**config.mk**
```make
export PLATFORM = sky130hd
export DESIGN_NAME = uart_image_receiver
export DESIGN_NICKNAME = d
export VERILOG_FILES = /design/src/rtl/uart_image_receiver.sv
export SDC_FILE = /design/constraint.sdc
export NUM_CORES = 1
export LEC_CHECK = 0
export ABC_AREA = 1
export ABC_CLOCK_PERIOD_IN_PS = 2100
export CAP_MARGIN = 15
export CORE_ASPECT_RATIO = 2
export CORE_MARGIN = 2
export CORE_UTILIZATION = 52
export DETAILED_ROUTE_END_ITERATION = 8
export DONT_BUFFER_PORTS = 1
export PLACE_DENSITY = 0.65
export SETUP_SLACK_MARGIN = 0.4
export SLEW_MARGIN = 20
export SYNTH_ARGS = -nofsm -noshare
export SYNTH_HDL_FRONTEND = slang
export SYNTH_SLANG_ARGS = --single-unit
```
**constraint.sdc**
```tcl
create_clock -name clk -period 2.1 [get_ports clk]
set_input_delay 0.315 -clock clk [delete_from_list [all_inputs] [get_ports clk]]
set_output_delay 0.315 -clock clk [all_outputs]
set_load 0.05 [all_outputs]
```
**src/rtl/uart_image_receiver.sv**
```systemverilog
// Image UART link receiver: 8N1 deserialiser, sync-byte hunt, 15-bit pixel assembly into
// RAM writes, and XOR-checksum frame validation with timeout/framing-error abort.
module uart_image_receiver #(
  parameter int          CLKS_PER_BIT = 1085,
  parameter int          NUM_PIXELS   = 3072,
  parameter int          ADDR_W       = 13,
  parameter logic [7:0]  SYNC_BYTE    = 8'hAA,
  parameter int          TIMEOUT_BITS = 32
) (
  input  logic              clk,
  input  logic              rst,
  input  logic              rx_serial,
  output logic              wr_en,
  output logic [ADDR_W-1:0] wr_addr,
  output logic [14:0]       wr_data,
  output logic              busy,
  output logic              frame_done,
  output logic              frame_err
);

  localparam int CNT_W    = (CLKS_PER_BIT > 2) ? $clog2(CLKS_PER_BIT) : 1;
  localparam int TO_LIMIT = TIMEOUT_BITS * CLKS_PER_BIT;
  localparam int TO_W     = (TO_LIMIT > 2) ? $clog2(TO_LIMIT) : 1;
  localparam int PIX_W    = (NUM_PIXELS > 2) ? $clog2(NUM_PIXELS) : 1;

  localparam logic [CNT_W-1:0] HALF_M1  = CNT_W'(CLKS_PER_BIT / 2 - 1);
  localparam logic [CNT_W-1:0] FULL_M1  = CNT_W'(CLKS_PER_BIT - 1);
  localparam logic [TO_W-1:0]  TO_M1    = TO_W'(TO_LIMIT - 1);
  localparam logic [PIX_W-1:0] PIX_LAST = PIX_W'(NUM_PIXELS - 1);

  localparam logic [1:0] RX_IDLE  = 2'd0;
  localparam logic [1:0] RX_START = 2'd1;
  localparam logic [1:0] RX_DATA  = 2'd2;
  localparam logic [1:0] RX_STOP  = 2'd3;

  localparam logic [1:0] ST_HUNT = 2'd0;
  localparam logic [1:0] ST_HI   = 2'd1;
  localparam logic [1:0] ST_LO   = 2'd2;
  localparam logic [1:0] ST_CHK  = 2'd3;

  logic             rx_p0, rx_p1;
  logic [1:0]       rx_state;
  logic [CNT_W-1:0] bit_cnt;
  logic [2:0]       bit_idx;
  logic [7:0]       shreg;
  logic [7:0]       rx_byte;
  logic             byte_vld, frm_err, start_seen;

  logic [1:0]       state;
  logic [TO_W-1:0]  to_cnt;
  logic [PIX_W-1:0] pix;
  logic [6:0]       hi_p0;
  logic [7:0]       csum;
  logic             timeout;

  // Stage 0/1: line synchroniser and bit-timing deserialiser
  always_ff @(posedge clk) begin
    if (!rst) begin
      rx_p0      <= 1'b1;
      rx_p1      <= 1'b1;
      rx_state   <= RX_IDLE;
      bit_cnt    <= '0;
      bit_idx    <= '0;
      shreg      <= '0;
      rx_byte    <= '0;
      byte_vld   <= 1'b0;
      frm_err    <= 1'b0;
      start_seen <= 1'b0;
    end else begin
      rx_p0      <= rx_serial;
      rx_p1      <= rx_p0;
      byte_vld   <= 1'b0;
      frm_err    <= 1'b0;
      start_seen <= 1'b0;
      case (rx_state)
        RX_IDLE: begin
          if (!rx_p1) begin
            rx_state   <= RX_START;
            bit_cnt    <= '0;
            start_seen <= 1'b1;
          end
        end
        RX_START: begin
          if (bit_cnt == HALF_M1) begin
            bit_cnt  <= '0;
            bit_idx  <= '0;
            rx_state <= rx_p1 ? RX_IDLE : RX_DATA;
          end else begin
            bit_cnt <= bit_cnt + 1'b1;
          end
        end
        RX_DATA: begin
          if (bit_cnt == FULL_M1) begin
            bit_cnt <= '0;
            shreg   <= {rx_p1, shreg[7:1]};
            if (bit_idx == 3'd7) rx_state <= RX_STOP;
            else                 bit_idx  <= bit_idx + 1'b1;
          end else begin
            bit_cnt <= bit_cnt + 1'b1;
          end
        end
        default: begin
          if (bit_cnt == FULL_M1) begin
            bit_cnt  <= '0;
            rx_state <= RX_IDLE;
            if (rx_p1) begin
              byte_vld <= 1'b1;
              rx_byte  <= shreg;
            end else begin
              frm_err  <= 1'b1;
            end
          end else begin
            bit_cnt <= bit_cnt + 1'b1;
          end
        end
      endcase
    end
  end

  // Idle-line watchdog only matters once a frame has started
  assign timeout = (state != ST_HUNT) && (to_cnt == TO_M1) && !start_seen;

  // Stage 2: frame FSM, pixel writes and checksum verdict
  always_ff @(posedge clk) begin
    if (!rst) begin
      state      <= ST_HUNT;
      to_cnt     <= '0;
      pix        <= '0;
      hi_p0      <= '0;
      csum       <= '0;
      wr_en      <= 1'b0;
      wr_addr    <= '0;
      wr_data    <= '0;
      busy       <= 1'b0;
      frame_done <= 1'b0;
      frame_err  <= 1'b0;
    end else begin
      wr_en      <= 1'b0;
      frame_done <= 1'b0;
      frame_err  <= 1'b0;
      if (state == ST_HUNT || start_seen) to_cnt <= '0;
      else                                to_cnt <= to_cnt + 1'b1;

      if (state != ST_HUNT && (frm_err || timeout)) begin
        frame_err <= 1'b1;
        busy      <= 1'b0;
        state     <= ST_HUNT;
      end else if (byte_vld) begin
        case (state)
          ST_HUNT: begin
            if (rx_byte == SYNC_BYTE) begin
              state <= ST_HI;
              busy  <= 1'b1;
              csum  <= '0;
              pix   <= '0;
            end
          end
          ST_HI: begin
            hi_p0 <= rx_byte[6:0];
            csum  <= csum ^ rx_byte;
            state <= ST_LO;
          end
          ST_LO: begin
            wr_en   <= 1'b1;
            wr_addr <= ADDR_W'(pix);
            wr_data <= {hi_p0, rx_byte};
            csum    <= csum ^ rx_byte;
            if (pix == PIX_LAST) begin
              state <= ST_CHK;
            end else begin
              pix   <= pix + 1'b1;
              state <= ST_HI;
            end
          end
          default: begin
            if (rx_byte == csum) frame_done <= 1'b1;
            else                 frame_err  <= 1'b1;
            busy  <= 1'b0;
            state <= ST_HUNT;
          end
        endcase
      end
    end
  end

endmodule

```
-- Word-level counts from Yosys, hierarchy flattened
Index checks and enable logic that the tools add are counted.
- eq/ne operators: 18
- muxes and demuxes: 33
- bitwise operators: 7
- reduce and logical (&&, ||, !) cells: 32
- add/subtract/negate cells: 4
- operators with widths (kind ; number):
    $mux W11 ; 3
    $mux W12 ; 2
    $pmux W12 S2 ; 1
    $pmux W11 S2 ; 1
    $add A16 B1 Y16 const B ; 1
    $eq A16 B16 Y1 const B ; 1
    $mux W2 ; 8
    $pmux W8 S2 ; 1
    $add A12 B1 Y12 const B ; 1
    $eq A12 B12 Y1 const B ; 1
    $ne A2 B2 Y1 const B ; 6
    $pmux W2 S3 ; 2
    $reduce_and A3 Y1 ; 4
    $add A11 B1 Y11 const B ; 1
    $eq A11 B10 Y1 const B ; 1
    $eq A11 B11 Y1 const B ; 1
    $reduce_and A5 Y1 ; 2
    $mux W1 ; 9
    $mux W3 ; 3
    $reduce_or A3 Y1 ; 3
    $eq A8 B8 Y1 ; 1
    $eq A8 B8 Y1 const B ; 1
    $mux W8 ; 1
    $reduce_and A4 Y1 ; 2
    other kinds (19) ; 37
- output and inout port bits: 32
- logic and storage cells: 115
- register bits after elaboration: 113
- bits of input ports: 3

-- Longest topological paths before layout
- depth after elaboration: 7
- gate-level depth with buffers: 13
- gate-level depth less buffers: 12

-- Worst setup path before layout
No wires, ideal clock.
- kind: register -> register
- start point: register state[0]
- end point: register pix[4]
- stages on the path, launching flop included: 13
- data arrival time: 1.627 ns
- path slack: 0.337 ns
- required time: 1.964 ns
- path buffers: 2
- clock period less this slack: 1.763 ns
- setup time: 0.136 ns
- cells stage by stage: dfxtp_1 > inv_1 > ha_1 > nor2_1 > nand2_1 > nor2_1 > nand3_1 > nand2_2 > nand2_4 > buf_4 > buf_4 > nand4_1 > a21oi_2
- cells in the longest elaborated chain, start to end: 7
- elaborated cells between the ends (all ways): 13
- those cells by class: eq/ne: 3; mux: 1; bitwise: 1; reduce/logical: 8
- RTL lines (element ; RTL line ; source):
    from (decl) ; 49 ; logic [1:0] state;
    from (signal assigned) ; 126 ; state <= ST_HUNT;
    from (signal assigned) ; 147 ; state <= ST_HUNT;
    from (signal assigned) ; 152 ; state <= ST_HI;
    $reduce_bool A2 Y1 ; 121, 144 ;
    $logic_and A1 B1 Y1 (2 in a row) ; 121 ; assign timeout = (state != ST_HUNT) && (to_cnt == TO_M1) && !start_seen;
    $logic_or A1 B1 Y1 ; 144 ; if (state != ST_HUNT && (frm_err || timeout)) begin
    $logic_and A1 B1 Y1 ; 144 ;
    $not A1 Y1 (no line) ; - ;
    $reduce_and A5 Y1 (no line) ; - ;
    to (signal assigned) ; 171 ; pix <= pix + 1'b1;
    to (decl) ; 51 ; logic [PIX_W-1:0] pix;
Several ways; a longest one is shown, not always the timed one.
A chain may end at the register's enable or synchronous reset.

-- Final worst setup path
- start point: register state[0]
- end point: register csum[5]
- cells in the longest elaborated chain, start to end: 7
- elaborated cells between the ends (all ways): 14
- those cells by class: eq/ne: 3; mux: 1; bitwise: 1; reduce/logical: 9
- RTL lines (element ; RTL line ; source):
    $reduce_bool A2 Y1 ; 121, 144 ;
    $logic_and A1 B1 Y1 (2 in a row) ; 121 ;
    $logic_or A1 B1 Y1 ; 144 ;
    $logic_and A1 B1 Y1 ; 144 ;
    $not A1 Y1 (no line) ; - ;
    $reduce_and A4 Y1 (no line) ; - ;
    to (signal assigned) ; 160 ; csum <= csum ^ rx_byte;
    to (signal assigned) ; 167 ; csum <= csum ^ rx_byte;
    to (decl) ; 53 ; logic [7:0] csum;
Several ways; a longest one is shown, not always the timed one.

==> run_results.csv <==
group,metric,value,unit
run_status,status,"complete, no violations",
global_routing,grtUsageMet2,44.52,%
critical_path,critPathRequiredTime,2.45,ns
global_routing,grt_most_used_layer,"met2",
critical_path,crit_type,"flip-flop to flip-flop",
power_and_ir_drop,power_density,835.7,mW/mm²
critical_path,cp_cell_sequence,"inv_4 > ha_4 > nor2_4 > nand2_1 > nor2_1 > nand3_1 > nand2_2 > nand2_8 > buf_12 > and2_4 > nand2_2 > nand2_2 > nor2_2",
floorplan,row_count,52,
synth,yosys-top-cells-count,"164 x nand2_1, 113 x dfxtp_1, 78 x nor2_1, 69 x a21oi_1, 64 x inv_1",
detailed_routing,drt_first_pass_iters,4,
floorplan,start_util,52.63,%
placed_design,hpwl,8619,µm
sta,relSlewSlack,57.88,%
global_routing,grt_pass1_wl,21470,µm
synth,synth_top_area_share,42.89,%
detailed_routing,drc,0,
critical_path,r2r_slack,0.30,ns
final_layout,nFillCells,855,
detailed_routing,vias,4896,
placed_design,placed_cells_incl_taps,838,
global_routing,antenna_found_initial,0,
global_routing,grt_use_total,25.00,%
synth,synth_area_leader_cell,"dfxtp_1",
flow_run,cap_viol_max_count,0,
floorplan,core_area,0.01002,mm²
cts,clock_latency,0.41,ns
final_layout,final_cell_area,0.006675,mm²
cts,cts_buffers,17,
global_routing,met3_usage,6.349,%
synth,post-synth-top-count-cell,"nand2_1",
final_layout,multi_input_area,0.002836,mm²
final_layout,finalNetCount,769,
sta,worst_pin_slew,0.6309,ns
critical_path,crit_arrival,2.14,ns
critical_path,timing.rr.start,"state[0]",
cts,htreeDepth,4,
critical_path,reg2reg_depth,13,
synth,synthTopCellsByArea,"dfxtp_1 43%, nand2_1 12%, a21oi_1 6.5%",
final_layout,drive_gt1_share,22.27,%
sta,holdWs,0.01843,ns
global_routing,grt_pass1_vias,4754,
sta,clock_skew,0.007216,ns
critical_path,cpMostUsedCell,"nand2_2",
floorplan,die_area,0.01101,mm²
critical_path,critPathLaunchType,"flip-flop",
cts,cts_tree,"done",
floorplan,die_y,146.4,µm
synth,yosys_warnings,0,
synth,async_flop_share,0,%
synth,synth_area_per_cell,7.345,µm²
cts,cts-root-buf,"clkbuf_16",
sta,final-max-slew-violation-count,0,
synth,synth_edf_count,0,
global_routing,grt_max_degree,40,
synth,ys_types,37,
sta,grt_setup_unrepaired,"true",
final_layout,regArea,0.002273,mm²
cts,clock-sinks,113,
floorplan,io_pins,35,
detailed_routing,vias_per_cell,5.422,
floorplan,die_w,75.21,µm
critical_path,r2r-end,"csum[5]",
power_and_ir_drop,ir_worst_vdd,787.3,µV
synth,ys.flop_type,"dfxtp_1",
detailed_routing,antenna_left,0,
placed_design,io_buffers,0,
synth,syn-num-nets,732,
final_layout,final_cells,903,
critical_path,end_kind,"flip-flop",
critical_path,worstSetupEndpoint,"csum[5]",
detailed_routing,drt_iter0_drc,253,
detailed_routing,routed_wl,13610,µm
critical_path,crit_path_max_incr_delay,0.35,ns
power_and_ir_drop,p_leak,2.453,nW
critical_path,cp_slowest_cell,"dfxtp_2",
sta,min_period_over_period,85.48,%
global_routing,grt_remaining_overflow,0,
worst_hold_path,min_path_type,"input pin to flip-flop",
detailed_routing,wl_per_cell,15.07,µm
synth,synth_cells,718,
sta,min_period,1.795,ns
power_and_ir_drop,power,5.578,mW
final_layout,diodes,0,
final_layout,areaGrowthSynthToFinish,26.57,%
critical_path,startpoint,"state[0]",
sta,fmaxAchievable,557.1,MHz
sta,hold_viol_final,0,
sta,tns,0,ns
placed_design,gp_congestion,0.8446,
cts,cts_buffer_depth,2,
critical_path,cp_max_fo,8,
sta,finalSetupViolCount,0,
global_routing,use_met1,25.73,%
synth,synth.ff_latch_count,113,
synth,ys_seq_area_share,42.89,%
synth,synthesis.area,0.005274,mm²
cts,path_clk_slew,0.05,ns
placed_design,postPlaceCellArea,0.005444,mm²
[what timing repair did]
item                       CTS  global route
hold buffers                 1             0
pin swaps                    6            31
hold endpoints to repair     1             0
gates cloned                 5             1
setup buffers               17             9
setup endpoints to repair   60            68
resized for setup           23            62
[cells in the final DEF (no fill, tap or decap), types with 3 or more instances in the layout]
cell type   instances
o211ai_1            4
bufinv_16           3
nand2_4             4
or2_2               4
buf_6               9
xor2_1              7
clkinvlp_4          4
nor3_1             16
a21oi_2            18
nand3_4             5
nor2_1             69
o21ai_1             3
clkinv_2            4
nand3_2             4
dfxtp_1           106
clkbuf_8            3
xnor2_1             8
a21oi_1            57
nand3_1            42
nor2_2             10
nor2_4              7
nand2_2            19
clkbuf_16          18
inv_1              60
o21ai_0            15
dfxtp_2             6
ha_1                7
nand2_1           149
buf_12              7
buf_4              29
nand4_1            45
[cells by family (layout without fill, tap and decap cells)]
family	Yosys count	after routing	synth area share, %
flops	113	113	42.89
fa+ha+maj	11	11	2.610
xor+xnor	15	15	2.491
other cells	1	1	0.07111
simple gates	380	383	33.74
buf+inv	99	146	8.137
compound gates	99	99	10.06
[through the flow]
step                worst slack [ns]  util (%)
floorplan                     0.4047         -
global placement              0.2456     54.33
detailed placement            0.1443     54.33
CTS                           0.3508     63.39
global route                  0.1873     66.62
finish                        0.3049     66.62
[critical path, delay by kind of cell, from the launching register on]
family	cells	cell delay (ns)
simple gates	10	0.98
buf+inv	2	0.21
flops	1	0.35
fa+ha+maj	1	0.18
[cell type report]
type / instances / area share (%)
Sequential cell: 113 / 34.06
Tap cell: 135 / 2.530
Clock buffer: 22 / 7.104
Clock inverter: 10 / 1.987
Multi-Input combinational cell: 509 / 42.49
Timing Repair Buffer: 49 / 8.041
Inverter: 65 / 3.786
[state kept, by name (all words and copies together) (netlist names), 2 cells and up]
register	count
to_cnt	16
csum	8
state	2
wr_addr	12
rx_byte	8
rx_state	2
hi_p0	7
shreg	8
bit_cnt	11
wr_data	15
pix	12
bit_idx	3
[power by group]
group	internal, mW	leakage (nW)	total (mW)	switching (mW)
Clock	1.95	0.292	2.94	0.988
Sequential	2.18	0.915	2.22	0.0321
Combinational	0.133	1.25	0.426	0.293
[worst min-delay path by stage]
stage,from,to,depth (start not counted)
4_1_cts,rst,rx_state[1],2
2_1_floorplan,rx_p0,rx_p1,1
6_report,rst,rx_state[1],2
3_3_place_gp,rx_p0,rx_p1,1
3_5_place_dp,rx_p0,rx_p1,1
5_1_grt,rst,csum[2],2
[per-layer routing]
layer  vias to the layer above  wire length [µm]
met1                      2297              5122
met5                         -                 0
li1                       2440                 -
met4                         0               462
met2                       124              7415
met3                        35               609
(Power assumes the default switching activity.)
